$ cat src/rtl/stage_fifo_nd_if.sv
`default_nettype none
// ============================================================================
//  Module   : stage_fifo_nd_if
//  Purpose  : Dual-issue write/read handshake bundle for stage_fifo_nd.
//             The master modport is the surrounding pipeline (producer and
//             consumer). The slave modport is the FIFO itself.
//  Signals  : wr_valid[1:0]  producer write request (00 / 01 / 11)
//             wr_data0/1     first / second sequential write data
//             wr_rdy[1:0]    FIFO write room (00 / 01 / 11)
//             rd_rdy[1:0]    consumer read request (00 / 01 / 11)
//             rd_valid[1:0]  FIFO read data available (00 / 01 / 11)
//             rd_data0/1     oldest / second-oldest entry
//  Revision : 1.0  initial release
// ============================================================================
interface stage_fifo_nd_if #(
  parameter int Width = 32
);
  logic [1:0]       wr_valid;
  logic [Width-1:0] wr_data0;
  logic [Width-1:0] wr_data1;
  logic [1:0]       wr_rdy;
  logic [1:0]       rd_rdy;
  logic [1:0]       rd_valid;
  logic [Width-1:0] rd_data0;
  logic [Width-1:0] rd_data1;

  modport master (
    output wr_valid, wr_data0, wr_data1, rd_rdy,
    input  wr_rdy, rd_valid, rd_data0, rd_data1
  );

  modport slave (
    input  wr_valid, wr_data0, wr_data1, rd_rdy,
    output wr_rdy, rd_valid, rd_data0, rd_data1
  );
endinterface
`default_nettype wire

$ cat src/rtl/stage_fifo_nd.sv
`default_nettype none
// ============================================================================
//  Module   : stage_fifo_nd
//  Purpose  : Parametrised dual-issue pipeline FIFO. Up to two writes and two
//             reads per cycle, no fall-through, synchronous flush, registered
//             occupancy and almost-full outputs.
//  Ports    : clk_i          clock
//             rst_ni         asynchronous active-low reset
//             flush_i        synchronous flush (beats all handshakes)
//             bus            stage_fifo_nd_if.slave handshake bundle
//             level_o        registered occupancy
//             almost_full_o  registered level_o >= AFullLevel
//  Revision : 1.0  initial release
// ============================================================================
module stage_fifo_nd #(
  parameter int Width      = 32,
  parameter int Depth      = 4,
  parameter int AFullLevel = Depth - 1,
  parameter int PassRead   = 1
) (
  input  wire logic                       clk_i,
  input  wire logic                       rst_ni,
  input  wire logic                       flush_i,
  stage_fifo_nd_if.slave                  bus,
  output logic [$clog2(Depth+1)-1:0]      level_o,
  output logic                            almost_full_o
);

  localparam int c_lvl_w = $clog2(Depth + 1);
  localparam int c_ptr_w = $clog2(Depth);
  localparam logic [c_lvl_w:0] c_depth = (c_lvl_w + 1)'(Depth);
  localparam logic [c_lvl_w:0] c_afull = (c_lvl_w + 1)'(AFullLevel);

  typedef logic [c_ptr_w-1:0] ptr_t;

  logic [Width-1:0]   mem_q [Depth];
  logic [Width-1:0]   mem_d [Depth];
  ptr_t               rd_ptr_q, rd_ptr_d;
  ptr_t               wr_ptr_q, wr_ptr_d;
  logic [c_lvl_w-1:0] level_q, level_d;
  logic               afull_q, afull_d;

  logic [1:0]         wr_req, rd_req;
  logic [1:0]         rd_valid, wr_rdy;
  logic [1:0]         rd_acc, wr_acc;
  logic [1:0]         n_rd, n_wr;
  logic [c_lvl_w:0]   free;

  // Advance a pointer by 0..2 with explicit wrap, so any Depth works.
  function automatic ptr_t ptr_add(input ptr_t p, input logic [1:0] n);
    logic [c_ptr_w:0] s;
    s = (c_ptr_w + 1)'(p) + (c_ptr_w + 1)'(n);
    if (s >= (c_ptr_w + 1)'(Depth)) begin
      s = s - (c_ptr_w + 1)'(Depth);
    end
    return s[c_ptr_w-1:0];
  endfunction

  always_comb begin
    // The illegal request code 10 collapses to 00; 01 and 11 pass unchanged.
    wr_req   = {bus.wr_valid[1] & bus.wr_valid[0], bus.wr_valid[0]};
    rd_req   = {bus.rd_rdy[1] & bus.rd_rdy[0], bus.rd_rdy[0]};

    rd_valid = {level_q >= c_lvl_w'(2), level_q != '0};
    rd_acc   = rd_req & rd_valid;
    n_rd     = {1'b0, rd_acc[0]} + {1'b0, rd_acc[1]};

    // With PassRead=0 the read term drops out, leaving wr_rdy a pure
    // function of the registered level.
    free     = c_depth - (c_lvl_w + 1)'(level_q)
             + ((PassRead != 0) ? (c_lvl_w + 1)'(n_rd) : '0);
    wr_rdy   = {free >= (c_lvl_w + 1)'(2), free != '0};
    wr_acc   = wr_req & wr_rdy;
    n_wr     = {1'b0, wr_acc[0]} + {1'b0, wr_acc[1]};

    mem_d    = mem_q;
    rd_ptr_d = rd_ptr_q;
    wr_ptr_d = wr_ptr_q;
    level_d  = level_q;

    if (flush_i) begin
      // Storage keeps its contents; only the bookkeeping is cleared.
      rd_ptr_d = '0;
      wr_ptr_d = '0;
      level_d  = '0;
    end else begin
      // A write into the slot being read at full is safe: the read side
      // sees the registered (old) contents this cycle.
      if (wr_acc[0]) mem_d[wr_ptr_q] = bus.wr_data0;
      if (wr_acc[1]) mem_d[ptr_add(wr_ptr_q, 2'd1)] = bus.wr_data1;
      rd_ptr_d = ptr_add(rd_ptr_q, n_rd);
      wr_ptr_d = ptr_add(wr_ptr_q, n_wr);
      level_d  = level_q + c_lvl_w'(n_wr) - c_lvl_w'(n_rd);
    end

    afull_d = ({1'b0, level_d} >= c_afull);
  end

  always_ff @(posedge clk_i or negedge rst_ni) begin
    if (!rst_ni) begin
      for (int i = 0; i < Depth; i++) mem_q[i] <= '0;
      rd_ptr_q <= '0;
      wr_ptr_q <= '0;
      level_q  <= '0;
      afull_q  <= 1'b0;
    end else begin
      mem_q    <= mem_d;
      rd_ptr_q <= rd_ptr_d;
      wr_ptr_q <= wr_ptr_d;
      level_q  <= level_d;
      afull_q  <= afull_d;
    end
  end

  assign bus.rd_valid  = rd_valid;
  assign bus.wr_rdy    = wr_rdy;
  assign bus.rd_data0  = mem_q[rd_ptr_q];
  assign bus.rd_data1  = mem_q[ptr_add(rd_ptr_q, 2'd1)];
  assign level_o       = level_q;
  assign almost_full_o = afull_q;

`ifndef SYNTHESIS
  // Shadow counters: accepted writes minus accepted reads must equal level.
  logic [31:0] tot_wr_q, tot_wr_d;
  logic [31:0] tot_rd_q, tot_rd_d;

  always_comb begin
    tot_wr_d = flush_i ? '0 : tot_wr_q + 32'(n_wr);
    tot_rd_d = flush_i ? '0 : tot_rd_q + 32'(n_rd);
  end

  always_ff @(posedge clk_i or negedge rst_ni) begin
    if (!rst_ni) begin
      tot_wr_q <= '0;
      tot_rd_q <= '0;
    end else begin
      tot_wr_q <= tot_wr_d;
      tot_rd_q <= tot_rd_d;
    end
  end

  always_ff @(posedge clk_i) begin
    if (rst_ni) begin
      assert (level_q <= c_lvl_w'(Depth));
      assert (tot_wr_q - tot_rd_q == 32'(level_q));
      assert (!wr_rdy[1] || wr_rdy[0]);
      assert (!rd_valid[1] || rd_valid[0]);
    end
  end
`endif

endmodule
`default_nettype wire

$ cat src/flat_wrapper.sv
// flat-port wrapper written by rule: the top's interface ports become plain ports
module stage_fifo_nd_flat 
#(
  parameter int Width      = 32,
  parameter int Depth      = 4,
  parameter int AFullLevel = Depth - 1,
  parameter int PassRead   = 1
)
  (clk_i, rst_ni, flush_i, level_o, almost_full_o, bus_wr_valid, bus_wr_data0, bus_wr_data1, bus_rd_rdy, bus_wr_rdy, bus_rd_valid, bus_rd_data0, bus_rd_data1);
  stage_fifo_nd_if #(.Width(Width)) bus_i ();
  input  wire logic clk_i;
  input  wire logic rst_ni;
  input  wire logic flush_i;
  output logic [$clog2(Depth+1)-1:0] level_o;
  output logic almost_full_o;
  input wire logic [$bits(bus_i.wr_valid)-1:0] bus_wr_valid;
  input wire logic [$bits(bus_i.wr_data0)-1:0] bus_wr_data0;
  input wire logic [$bits(bus_i.wr_data1)-1:0] bus_wr_data1;
  input wire logic [$bits(bus_i.rd_rdy)-1:0] bus_rd_rdy;
  output wire logic [$bits(bus_i.wr_rdy)-1:0] bus_wr_rdy;
  output wire logic [$bits(bus_i.rd_valid)-1:0] bus_rd_valid;
  output wire logic [$bits(bus_i.rd_data0)-1:0] bus_rd_data0;
  output wire logic [$bits(bus_i.rd_data1)-1:0] bus_rd_data1;
  assign bus_i.wr_valid = bus_wr_valid;
  assign bus_i.wr_data0 = bus_wr_data0;
  assign bus_i.wr_data1 = bus_wr_data1;
  assign bus_i.rd_rdy = bus_rd_rdy;
  assign bus_wr_rdy = bus_i.wr_rdy;
  assign bus_rd_valid = bus_i.rd_valid;
  assign bus_rd_data0 = bus_i.rd_data0;
  assign bus_rd_data1 = bus_i.rd_data1;
  stage_fifo_nd #(.Width(Width), .Depth(Depth), .AFullLevel(AFullLevel), .PassRead(PassRead)) u_core (.clk_i(clk_i), .rst_ni(rst_ni), .flush_i(flush_i), .bus(bus_i), .level_o(level_o), .almost_full_o(almost_full_o));
endmodule
$ cat config.mk
export PLATFORM = sky130hd
export DESIGN_NAME = stage_fifo_nd_flat
export DESIGN_NICKNAME = d
export VERILOG_FILES = /design/src/rtl/stage_fifo_nd_if.sv /design/src/rtl/stage_fifo_nd.sv /design/src/flat_wrapper.sv
export SDC_FILE = /design/constraint.sdc
export NUM_CORES = 1
export LEC_CHECK = 0
export ABC_AREA = 0
export CAP_MARGIN = 5
export CORE_UTILIZATION = 25
export CTS_CLUSTER_SIZE = 16
export DETAILED_ROUTE_END_ITERATION = 10
export PLACE_DENSITY = 0.4
export SLEW_MARGIN = 10
export SYNTH_ARGS = -nofsm -noshare
export SYNTH_HDL_FRONTEND = slang
export SYNTH_SLANG_ARGS = --single-unit
$ cat constraint.sdc
create_clock -name clk_i -period 6.4 [get_ports clk_i]
set_clock_uncertainty 0.15 [all_clocks]
set_input_delay 1.28 -clock clk_i [delete_from_list [all_inputs] [get_ports clk_i]]
set_output_delay 1.28 -clock clk_i [all_outputs]
set_load 0.05 [all_outputs]
==> flow_summary_export.csv, run 1 <==
group,metric,value,unit
status,outcome,"complete, but fails checks",
status,violations,"design-rule violations",
power,p_sw,3.20,mW
global_route,grt_max_degree,90,
yosys,synthTopCellsByArea,"dfrtp_1 (43%), o22a_1 (28%), mux4_2 (18%)",
yosys,synth_cells,587,
clock_network,cts_resized,0,
power,p_int,3.62,mW
yosys,yosysTopAreaCellShare,0.433,
setup_path,slowest_delay,0.79,ns
floorplanning,start_util,0.256,
layout,layout-drive-gt1-share,0.184,
yosys,avgSynthCellArea,13.4,um2
power,ir_worst_vdd,0.327,mV
power,p_per_area,661,nW/um2
setup_path,startpoint,"bus_rd_rdy[0]",
floorplanning,coreArea,30700,um2
routing,detail-route-antenna-nets,0,
sta,fin_crit,5.41,ns
global_route,antenna_found_initial,0,
clock_network,numClockSinks,136,
setup_path,cp-end-kind,"primary output",
routing,drc,24,
clock_network,clk_latency,0.43,ns
routing,via_count,6522,
clock_network,ctsHoldBuffers,0,
clock_network,path_clk_slew,0.06,ns
sta,fin_crit_sh,0.845,
floorplanning,die_area,32200,um2
routing,drtIter0Drc,517,
job,drv_cap,0,
clock_network,cts-buffers-inserted,17,
clock_network,cts_setup_buffers,0,
yosys,ys_seq_area_frac,0.433,
sta,max_slew_margin,0.294,
floorplanning,die_h,179,um
sta,maxSlewViolCount,0,
setup_path,crit_chain,"clkdlybuf4s50_1 > nand3_1 > nand3_1 > ha_1 > fa_1 > nor2b_1 > o21a_1 > nand2_1 > clkdlybuf4s50_1",
clock_network,h-tree-depth,4,
routing,firstDrtPassIters,8,
routing,post_drt_via_cell_ratio,5.87,
yosys,ys_ff_latch,136,
routing,wl,28600,um
sta,fin_tns_setup,0,ns
setup_path,cp.depth,9,
setup_path,r2r_setup_slack,1.87,ns
power,leakagePower,3.48,nW
floorplanning,ioPinCount,143,
setup_path,cpMaxStageDelayCell,"clkdlybuf4s50_1",
yosys,syn_nets,668,
layout,syn2layout_area_growth,30.9,%
yosys,synth_edf_count,0,
yosys,synth_ff_type,"dfrtp_1",
layout,multi_input_area,4210,um2
floorplanning,die_x,179,um
setup_path,arrival,3.98,ns
yosys,yosysTopAreaCell,"dfrtp_1",
setup_path,crit_required,4.97,ns
yosys,ys_top_cells_by_count,"o22a_1 (256), dfrtp_1 (136), mux4_2 (64)",
layout,nNetsFinal,785,
sta,fmax,0.185,GHz
sta,grt_setup_unrepaired,"false",
placement,place.gp.congestion,0.755,
layout,fillCellCount,3068,
setup_path,critPathBufInv,2,
clock_network,cts_tree,"yes",
placement,portBuffers,142,
floorplanning,rows,64,
placement,dp_cells,1081,
yosys,ys.warnings.count,0,
yosys,async_reset_ff_frac,1.00,
setup_path,path_max_fanout,4,
setup_path,critPathKind,"in2out",
layout,stdcell_count,1112,
sta,tightestPinTransition,1.06,ns
power,total_power,6.81,mW
sta,timing.hold.ws,0.370,ns
yosys,synth.most_common_cell,"o22a_1",
layout,final_util,0.335,
sta,setup_viol,0,
global_route,overflow,0,
routing,wl_per_cell,25.7,um
clock_network,cts_buffer_depth,2,
setup_path,start_kind,"input port",
setup_path,crit_end,"bus_wr_rdy[0]",
placement,dp_hpwl,16900,um
setup_path,reg2reg_from,"u_core.level_o[2]",
power,pwr-share-comb,0.605,
global_route,track_usage,0.183,
setup_path,worstReg2RegEnd,"u_core.almost_full_o",
setup_path,reg2reg_depth,16,
yosys,synth_area,7870,um2
power,clock_power_share,0.140,
power,swShare,0.469,
clock_network,cts_root_buffer,"clkbuf_16",
layout,seq_area,3410,um2
setup_path,critPathTopFamily,"buffers and inverters",
yosys,ys_types,27,
layout,n_antenna_cell,0,
global_route,grt_pass1_wl,44400,um
global_route,grt_pass1_vias,7027,
min_path,hp-class,"reg2reg",
power,power_frac_seq,0.255,
sta,hold_viol,0,
[layout by cell type, fill, tap and decap left out, types with 2 or more instances in the layout]
cell type,n
nand3_2,4
o22a_1,256
inv_1,9
buf_4,20
clkdlybuf4s50_1,140
a21oi_4,4
nand2_1,2
mux4_2,64
buf_12,2
xnor2_1,6
nand4_1,3
clkbuf_16,17
clkinv_2,4
dfrtp_4,2
fa_1,3
nor2b_1,7
clkinvlp_4,3
nor2_1,6
and3_1,2
nand3_1,3
inv_6,2
dfrtp_1,134
ha_1,7
clkinv_4,3
[power groups by stage]
stage               combinational [mW]  sequential (mW)  clock [mW]
floorplan                         2.97             1.55           0
global placement                  4.13             1.72           0
detailed placement                4.14             1.75           0
CTS                               4.17             1.73       0.978
global route                      4.33             1.81        1.02
finish                            4.12             1.74       0.954
[registers in the layout, indices dropped and copies added, names as in the netlist]
name and count:
u_core.rd_ptr_q 2, u_core.wr_ptr_q 2, u_core.level_o 3, u_core.mem_q 128, u_core.almost_full_o 1
[kinds of logic (layout without fill, tap and decap cells)]
| logic type | count (synthesis) | after routing | synth area share |
|---|---|---|---|
| mux | 64 | 64 | 0.183 |
| xor+xnor | 6 | 6 | 0.00668 |
| compound gates | 266 | 266 | 0.296 |
| simple gates | 31 | 31 | 0.0242 |
| fa+ha+maj | 10 | 10 | 0.0188 |
| flops | 136 | 136 | 0.433 |
| buf+inv | 74 | 203 | 0.0383 |
[routing by layer]
| metal | up-vias | global-route usage | share of wire |
|---|---|---|---|
| li1 | 2703 | - | - |
| met1 | 3481 | 0.244 | 0.45 |
| met2 | 290 | 0.293 | 0.47 |
| met3 | 48 | 0.0373 | 0.059 |
| met4 | 0 | 0.0690 | 0.019 |
| met5 | - | 0 | 0 |
[stage by stage]
step	worst slack (ns)	area [um2]
floorplan	1.69	7870
global placement	1.02	9750
detailed placement	0.979	9750
CTS	0.974	10300
global route	0.856	10300
finish	0.990	10300
[layout make-up]
class	instances	share of cell area
Clock buffer	17	0.0413
Clock inverter	14	0.0124
Inverter	9	0.00328
Multi-Input combinational cell	377	0.408
Sequential cell	136	0.331
Tap cell	396	0.0481
Timing Repair Buffer	163	0.156
[worst min path at each step]
stage	start	end	slack, ns	cells past startpoint
floorplan	u_core.mem_q[30]	u_core.mem_q[30]	0.32	1
global placement	u_core.mem_q[62]	u_core.mem_q[62]	0.35	1
detailed placement	u_core.mem_q[94]	u_core.mem_q[94]	0.36	1
CTS	u_core.mem_q[62]	u_core.mem_q[62]	0.37	1
global route	u_core.mem_q[109]	u_core.mem_q[109]	0.39	1
finish	u_core.mem_q[109]	u_core.mem_q[109]	0.37	1
No activity file was read; power rests on OpenSTA's default activity.
==> inputs of run 2 (changes only) <==
--- a/config.mk
+++ b/config.mk
@@ -10,7 +10,7 @@
 export CORE_UTILIZATION = 25
 export CTS_CLUSTER_SIZE = 16
 export DETAILED_ROUTE_END_ITERATION = 10
-export PLACE_DENSITY = 0.4
+export PLACE_DENSITY = 0.42
 export SLEW_MARGIN = 10
 export SYNTH_ARGS = -nofsm -noshare
 export SYNTH_HDL_FRONTEND = slang
==> constraint.sdc (replaced) <==
create_clock -name clk_i -period 4.42 [get_ports clk_i]
set_clock_uncertainty 0.15 [all_clocks]
set_input_delay 0.884 -clock clk_i [delete_from_list [all_inputs] [get_ports clk_i]]
set_output_delay 0.884 -clock clk_i [all_outputs]
set_load 0.05 [all_outputs]
==> flow_summary_export.csv, run 2 (synthesis results as in run 1) <==
group,metric,value,unit
routing,post_drt_via_cell_ratio,5.61,
setup_path,critPathBufInv,2,
layout,layout-drive-gt1-share,0.232,
layout,largest_reg_flops,128,
placement,place.gp.congestion,0.782,
sta,fin_crit_sh,0.955,
floorplanning,die_h,179,um
power,leakagePower,3.69,nW
global_route,grt_pass1_vias,7093,
setup_path,start_kind,"input port",
clock_network,path_clk_slew,0.07,ns
global_route,track_usage,0.181,
layout,final_area,10600,um2
floorplanning,coreArea,30700,um2
sta,fin_crit,4.22,ns
sta,tightestPinTransition,0.894,ns
setup_path,cp.depth,16,
setup_path,arrival,4.39,ns
clock_network,cts_root_buffer,"clkbuf_16",
floorplanning,start_util,0.256,
status,violations,"design-rule violations",
status,outcome,"complete, but fails checks",
routing,wl_per_cell,24.9,um
setup_path,crit_required,4.59,ns
routing,drtIter0Drc,502,
sta,hold_viol,0,
power,clock_power_share,0.141,
setup_path,startpoint,"bus_rd_rdy[0]",
layout,mostFrequentLayoutCells,"o22a_1 (256), clkdlybuf4s50_1 (138), dfrtp_1 (132)",
routing,drc,18,
sta,maxSlewViolCount,0,
power,ir_worst_vdd,0.578,mV
global_route,antenna_found_initial,1,
layout,stdcell_count,1147,
sta,max_slew_margin,0.404,
layout,n_antenna_cell,0,
setup_path,crit_chain,"clkdlybuf4s50_1 > nand3_1 > nand3_1 > ha_1 > fa_1 > and4b_1 > o21ai_1 > and3_1 > ha_1 > inv_1 > fa_1 > fa_2 > xnor2_2 > xnor2_1 > nor2_1 > a21o_1",
min_path,hold_depth,1,
global_route,grt_pass1_wl,44400,um
global_route,overflow,0,
setup_path,critPathTopFamily,"adder cells",
placement,portBuffers,142,
setup_path,cp-end-kind,"flop",
setup_path,path_max_fanout,2,
clock_network,cts_tree,"yes",
clock_network,numClockSinks,136,
clock_network,cts_resized,0,
power,p_sw,4.73,mW
power,swShare,0.467,
min_path,hp-start,"u_core.mem_q[62]",
floorplanning,rows,64,
layout,top_register,"u_core.mem_q",
min_path,hp-class,"reg2reg",
clock_network,cts_setup_buffers,0,
power,p_int,5.39,mW
routing,wl,28500,um
power,power_frac_seq,0.242,
placement,pre_cts_slack,-0.277,ns
setup_path,cpMaxStageDelayCell,"fa_1",
routing,via_count,6435,
floorplanning,ioPinCount,143,
clock_network,cts-buffers-inserted,17,
clock_network,h-tree-depth,4,
routing,firstDrtPassIters,10,
floorplanning,die_area,32200,um2
placement,post_dp_cell_area,10100,um2
layout,layout_commonest_cell,"o22a_1",
sta,fmax,0.237,GHz
power,p_per_area,951,nW/um2
layout,syn2layout_area_growth,35.3,%
layout,nNetsFinal,819,
setup_path,slowest_delay,0.55,ns
placement,dp_cells,1115,
clock_network,ctsHoldBuffers,0,
routing,detail-route-antenna-nets,0,
power,pwr-share-comb,0.617,
setup_path,reg2reg_from,"u_core.level_o[2]",
sta,setup_viol,0,
setup_path,critPathKind,"in2reg",
clock_network,clk_latency,0.42,ns
global_route,grt_max_degree,90,
setup_path,r2r_setup_slack,0.33,ns
setup_path,crit_end,"u_core.almost_full_o",
floorplanning,die_x,179,um
clock_network,cts_buffer_depth,2,
placement,dp_hpwl,18300,um
job,drv_cap,0,
setup_path,worstReg2RegEnd,"u_core.almost_full_o",
setup_path,reg2reg_depth,16,
sta,grt_setup_unrepaired,"false",
sta,setup_ws,0.200,ns
[run 2: cell types whose count changed in the layout (fill, tap and decap cells not counted), sizes merged]
cell | before | now
clkdlybuf4s50 | 140 | 138
clkinv | 7 | 5
bufinv | 1 | 0
buf | 23 | 59
clkinvlp | 3 | 0
inv | 12 | 19
[run 2: cell type report]
cell class / count / area [um2]
Fill cell: 3030 / 20100
Multi-Input combinational cell: 377 / 4220
Sequential cell: 136 / 3410
Timing Repair Buffer: 197 / 1900
Tap cell: 396 / 495
Clock buffer: 17 / 425
Clock inverter: 15 / 155
Inverter: 9 / 33.8
[run 2: worst min-delay path by stage]
stage / slack (ns) / end
after global routing: 0.38 / u_core.mem_q[62]
final: 0.37 / u_core.mem_q[62]
after floorplan: 0.32 / u_core.mem_q[30]
after CTS: 0.36 / u_core.mem_q[62]
after global placement: 0.34 / u_core.mem_q[109]
after detailed placement: 0.35 / u_core.mem_q[62]
[run 2: layer usage]
| metal | part of all wire | GRT usage | up-vias |
|---|---|---|---|
| met5 | 0.00039 | 0 | - |
| met1 | 0.45 | 0.243 | 3417 |
| met4 | 0.014 | 0.0541 | 2 |
| li1 | - | - | 2765 |
| met2 | 0.48 | 0.293 | 219 |
| met3 | 0.050 | 0.0371 | 32 |
[run 2: per-stage QoR]
step	total power, mW	utilization	setup TNS (ns)	hold slack, ns
after floorplan	6.55	-	0	0.322
after global placement	8.60	0.327	-0.296	0.343
after detailed placement	8.71	0.327	-0.415	0.347
after CTS	10.2	0.346	0	0.364
after global routing	10.6	0.346	0	0.376
final	10.1	0.346	0	0.365
[run 2: power groups by stage]
stage               logic, mW  registers, mW  clock network, mW
floorplan                4.31           2.25                  0
global placement         6.20           2.40                  0
detailed placement       6.24           2.47                  0
CTS                      6.27           2.44               1.47
global route             6.55           2.54               1.53
finish                   6.24           2.45               1.43
